===== config.mk =====
export PLATFORM = sky130hd
export DESIGN_NAME = mem_io_responder
export DESIGN_NICKNAME = d
export VERILOG_FILES = /design/src/rtl/mem_io_responder.sv
export SDC_FILE = /design/constraint.sdc
export NUM_CORES = 2
export LEC_CHECK = 0
export BUFFER_PORTS_ARGS = -buffer_cell sky130_fd_sc_hd__buf_2
export CORE_ASPECT_RATIO = 0.9
export CORE_MARGIN = 1
export CORE_UTILIZATION = 40
export CTS_BUF_LIST = sky130_fd_sc_hd__clkbuf_4
export CTS_CLUSTER_DIAMETER = 150
export CTS_CLUSTER_SIZE = 24
export DETAILED_ROUTE_END_ITERATION = 6
export PLACE_DENSITY_LB_ADDON = 0.08
export SLEW_MARGIN = 5
export SYNTH_ARGS = -nofsm -noshare
export SYNTH_HDL_FRONTEND = slang
export SYNTH_SLANG_ARGS = --single-unit

===== constraint.sdc =====
create_clock -name clk -period 3.3 [get_ports clk]
set_clock_uncertainty 0.15 [all_clocks]
set_input_delay 0.33 -clock clk [delete_from_list [all_inputs] [get_ports clk]]
set_output_delay 0.33 -clock clk [all_outputs]
set_load 0.005 [all_outputs]

===== src/rtl/mem_io_responder.sv =====
// +-- mem_io_responder : CPU bus responder routing to RAM, LED register and switch port --+
// +-- rev 1.0                                                                          --+
`default_nettype none

module mem_io_responder #(
  parameter int                DATA_W    = 16,
  parameter int                ADDR_W    = 9,
  parameter int                RAM_WORDS = 256,
  parameter logic [ADDR_W-1:0] LED_ADDR  = 9'h100,
  parameter logic [ADDR_W-1:0] SW_ADDR   = 9'h140
) (
  input  logic              clk,
  input  logic              reset,
  input  logic [1:0]        mem_cmd,
  input  logic [ADDR_W-1:0] mem_addr,
  input  logic [DATA_W-1:0] write_data,
  input  logic [9:0]        sw,
  output logic [DATA_W-1:0] read_data,
  output logic              mem_ready,
  output logic              mem_err,
  output logic [7:0]        ledr
);

  localparam logic [1:0]    c_CMD_NONE  = 2'b00;
  localparam logic [1:0]    c_CMD_READ  = 2'b01;
  localparam logic [1:0]    c_CMD_WRITE = 2'b10;
  localparam logic [1:0]    c_CMD_RSV   = 2'b11;
  localparam int            c_IDX_W     = $clog2(RAM_WORDS);
  localparam logic [ADDR_W:0] c_RAM_TOP = (ADDR_W+1)'(RAM_WORDS);

  typedef enum logic [1:0] {
    S_IDLE   = 2'd0,
    S_RDWAIT = 2'd1,
    S_RESP   = 2'd2
  } state_t;

  state_t              r_state;
  logic [9:0]          r_sw_meta;
  logic [9:0]          r_sw_sync;
  logic [DATA_W-1:0]   r_ram [RAM_WORDS];
  logic [DATA_W-1:0]   r_ram_q;

  logic                w_accept;
  logic                w_is_ram;
  logic                w_is_led;
  logic                w_is_sw;
  logic                w_err;
  logic                w_ram_we;
  logic                w_ram_rd;
  logic                w_led_we;
  logic [c_IDX_W-1:0]  w_idx;
  logic [DATA_W-1:0]   w_io_data;

  assign w_accept = (r_state == S_IDLE) && (mem_cmd != c_CMD_NONE);
  assign w_is_ram = {1'b0, mem_addr} < c_RAM_TOP;
  assign w_is_led = (mem_addr == LED_ADDR);
  assign w_is_sw  = (mem_addr == SW_ADDR);
  assign w_err    = (mem_cmd == c_CMD_RSV) ||
                    !(w_is_ram || w_is_led || w_is_sw) ||
                    (w_is_sw && (mem_cmd == c_CMD_WRITE));
  // reset is folded in so the non-reset RAM block cannot write while held in reset
  assign w_ram_we = reset && w_accept && !w_err && w_is_ram && (mem_cmd == c_CMD_WRITE);
  assign w_ram_rd = w_accept && !w_err && w_is_ram && (mem_cmd == c_CMD_READ);
  assign w_led_we = w_accept && !w_err && w_is_led && (mem_cmd == c_CMD_WRITE);
  assign w_idx    = mem_addr[c_IDX_W-1:0];

  always_comb begin
    w_io_data = '0;
    if (!w_err && (mem_cmd == c_CMD_READ)) begin
      if (w_is_led)
        w_io_data = {{(DATA_W-8){1'b0}}, ledr};
      else if (w_is_sw)
        w_io_data = {{(DATA_W-10){1'b0}}, r_sw_sync};
    end
  end

  always_ff @(posedge clk or negedge reset) begin
    if (!reset) begin
      r_sw_meta <= '0;
      r_sw_sync <= '0;
    end else begin
      r_sw_meta <= sw;
      r_sw_sync <= r_sw_meta;
    end
  end

  // Plain synchronous RAM: registered read port, write-before-later-read ordering
  always_ff @(posedge clk) begin
    if (w_ram_we)
      r_ram[w_idx] <= write_data;
    r_ram_q <= r_ram[w_idx];
  end

  always_ff @(posedge clk or negedge reset) begin
    if (!reset) begin
      r_state   <= S_IDLE;
      mem_ready <= 1'b0;
      mem_err   <= 1'b0;
      read_data <= '0;
      ledr      <= '0;
    end else begin
      case (r_state)
        S_IDLE: begin
          if (w_led_we)
            ledr <= write_data[7:0];
          if (w_ram_rd) begin
            r_state <= S_RDWAIT;
          end else if (w_accept) begin
            r_state   <= S_RESP;
            mem_ready <= 1'b1;
            mem_err   <= w_err;
            read_data <= w_io_data;
          end
        end
        S_RDWAIT: begin
          r_state   <= S_RESP;
          mem_ready <= 1'b1;
          mem_err   <= 1'b0;
          read_data <= r_ram_q;
        end
        S_RESP: begin
          r_state   <= S_IDLE;
          mem_ready <= 1'b0;
          mem_err   <= 1'b0;
          read_data <= '0;
        end
        default: begin
          r_state   <= S_IDLE;
          mem_ready <= 1'b0;
          mem_err   <= 1'b0;
          read_data <= '0;
        end
      endcase
    end
  end

endmodule

`default_nettype wire


==> metrics.cfg <==
[clocking]
cts_buffers = 195
clk_pin_slew_ns = 0.25
cts_htree_levels = 4
cts.sinks = 4160
cts_buffer_depth = 4
clockRootBuffer = clkbuf_4
worst_skew_pair.late_latency_ns = 1.67
cts_tree = yes

[logic_synthesis]
ys_seq_area_share_pct = 78.3
synth_seq_cells = 4160
synth_nets = 7026
synth-edff-count = 4096
syn_inst = 6987
synth.distinct_cells = 72
netlist_area_sq_um = 159000
synth_area_per_cell_sq_um = 22.8
yosysWarnings = 0
synthArstFlopShare_pct = 1.15
synthFlopType = edfxtp_1

[die]
start_util_pct = 40.2
rows = 219
core_sq_um = 396000
pin_count = 65
die_height_um = 600
die-area_sq_um = 400000
die_w_um = 667

[critical_path]
required_ns = 4.79
crit_fanout = 14
arrival_ns = 4.84
critPathLaunch = mem_addr[3]
end_kind = flop
crit_type = in2reg
worstSetupStartpointType = input pin
reg2reg_from = r_state[1]$_DFFE_PN0P_

[finish]
layout-drive-gt1-share_pct = 36.0
area_growth_syn_to_layout_pct = 15.4
nNetsFinal = 8248
fill_cells = 33100
layout_common_cells = 4096 x edfxtp_1, 1073 x mux4_2, 792 x buf_4
final_common_cell = edfxtp_1

[grt]
grt_pass1_vias = 79800
grt_busiest_layer = met2
antenna_found_initial = 44
track_usage_pct = 26.3
grt_pass1_wl_mm = 715
grtUsageMet3_pct = 4.44
gr-total-overflow = 0
grt_use_met2_pct = 41.3
use_met1_pct = 38.7
grt_max_degree = 115

[run_status]
status = complete, but fails checks
violations = setup timing

[timing]
rsz0062_at_grt = false
min_period_ns = 3.35
worst_slack_ns = -0.0517
finalSetupTns_ns = -0.0577
worstMarginPinSlew_ns = 1.05
finalMaxSlewViolations = 0
finalCritPeriodShare_pct = 102
slew_headroom_pct = 27.9
setup_viol_count_final = 2
fmax_ghz = 0.298
hold_viol_final = 0

[hold_path]
min_from = write_data[12]
min-delay-path-class = in2reg

[flow_run]
drv_cap = 0

[place]
dp_hpwl_mm = 349
routabilityCongestion = 0.869
numPortBuffers = 64

[routing]
via_count = 80700
routedWlPerCell_um = 38.9
antenna_left = 0
first_pass_iters = 6
post-route-drc-count = 0
viasPerCell = 5.93
drt_wl_total_mm = 530
drt_iter0_markers = 11000

[pwr]
total_power_mw = 84.5
p_leak_nw = 57.2
power.density_nw_per_um2 = 460
vdd_drop_max_v = 0.000327

[power by group]
group          internal [mW]  switching, mW
clock network           3.86           15.4
logic                   2.70           4.27
registers               58.0          0.195
[synthesized netlist by cell type, drive strengths merged, types with 8 or more instances]
| library cell | n | share of area [%] |
|---|---|---|
| nand2 | 221 | 0.52 |
| nand3b | 8 | 0.038 |
| a22oi | 87 | 0.41 |
| a32oi | 32 | 0.18 |
| nor2 | 308 | 0.73 |
| buf | 253 | 1.0 |
| a22o | 41 | 0.23 |
| a21oi | 32 | 0.10 |
| a211oi | 13 | 0.061 |
| nor3 | 14 | 0.044 |
| nor2b | 14 | 0.055 |
| nor4 | 10 | 0.039 |
| mux2i | 140 | 0.88 |
| o211ai | 10 | 0.047 |
| mux2 | 12 | 0.085 |
| a31oi | 21 | 0.083 |
| o22ai | 70 | 0.28 |
| dfrtp | 48 | 0.76 |
| nand3 | 82 | 0.26 |
| o221ai | 8 | 0.044 |
| o21ai | 39 | 0.12 |
| clkbuf | 151 | 0.36 |
| a221oi | 46 | 0.25 |
| dfxtp | 16 | 0.20 |
| mux4 | 1073 | 15 |
| nand4 | 22 | 0.087 |
| and3 | 12 | 0.047 |
| edfxtp | 4096 | 77 |
| nand2b | 8 | 0.031 |
[kinds of logic (layout without fill, tap and decap cells)]
group,count (synthesis),count (layout),share of synthesized area [%]
DFF,4160,4160,78.3
muxes,1225,1225,16.2
and+or+nand+nor,747,747,2.10
AOI/OAI and AO/OA,446,446,2.06
buffers and inverters,409,1704,1.38
other,0,24,0
[layout make-up]
class	count	area, sq um	share of cell area, %
sequential	4160	125000	67.9
multi-input combinational	2418	33100	18.1
timing repair buffer	1429	17000	9.26
tap	5304	6640	3.62
clock buffer	259	1940	1.06
clock inverter	11	174	0.0948
antenna	24	60.1	0.0327
inverter	5	28.8	0.0157
[metrics by stage]
step	hold WS, ns	instance area, sq um	instances	setup WS (ns)	util (%)
final	0.144	183000	13600	-0.0517	46.4
after floorplan	-0.116	159000	6987	-0.113	-
after CTS	0.0000571	183000	13600	0.0103	46.3
after detailed placement	0.187	180000	13200	-0.705	45.4
after global routing	0.116	183000	13600	0.00656	46.4
after global placement	0.190	180000	13200	-0.769	45.4
[what timing repair did]
item	CTS	global route
resized for setup	1	5
cloned	0	0
endpoints found under the hold margin	8294	0
pin swaps	0	1
setup endpoints to repair	22	3
setup buffers	0	3
hold buffers	122	0
[flip-flops by register name, indices dropped and copies added, names as in the netlist]
register / count
ledr: 8
r_sw_sync: 10
mem_err: 1
mem_ready: 1
r_ram_q: 16
r_ram: 4096
read_data: 16
r_state: 2
r_sw_meta: 10
[final timing paths]
| check | end | slack, ns | depth (start not counted) |
|---|---|---|---|
| hold reg to reg | r_sw_sync[0]$_DFF_PN0_ | 0.23 | 0 |
| hold / removal | r_ram[67][12]$_DFFE_PP_ | 0.14 | 4 |
| min in group asynchronous | mem_ready$_DFFE_PN0P_ | 0.37 | 6 |
| setup reg to reg | r_ram[8][2]$_DFFE_PP_ | -0.01 | 7 |
| max in group asynchronous | ledr[0]$_DFFE_PN0P_ | 2.28 | 6 |
| setup / recovery | r_ram_q[9]$_DFF_P_ | -0.05 | 12 |
[layer usage]
metal	vias to the layer above	part of all wire, %
met1	44900	43
met3	537	7.5
met4	20	2.7
met2	3223	46
met5	-	0.025
li1	32000	-
[critical path: stages]
cell and delay, ns:
dlygate4sd3_1 0.56, buf_8 0.23, dlygate4sd3_1 0.77, buf_4 0.19
and2_4 0.55, buf_4 0.35, a22oi_1 0.15, a21oi_1 0.48
nor4_1 0.14, buf_4 0.18, o22ai_1 0.64, nand3b_1 0.21
(Power assumes the default switching activity.)
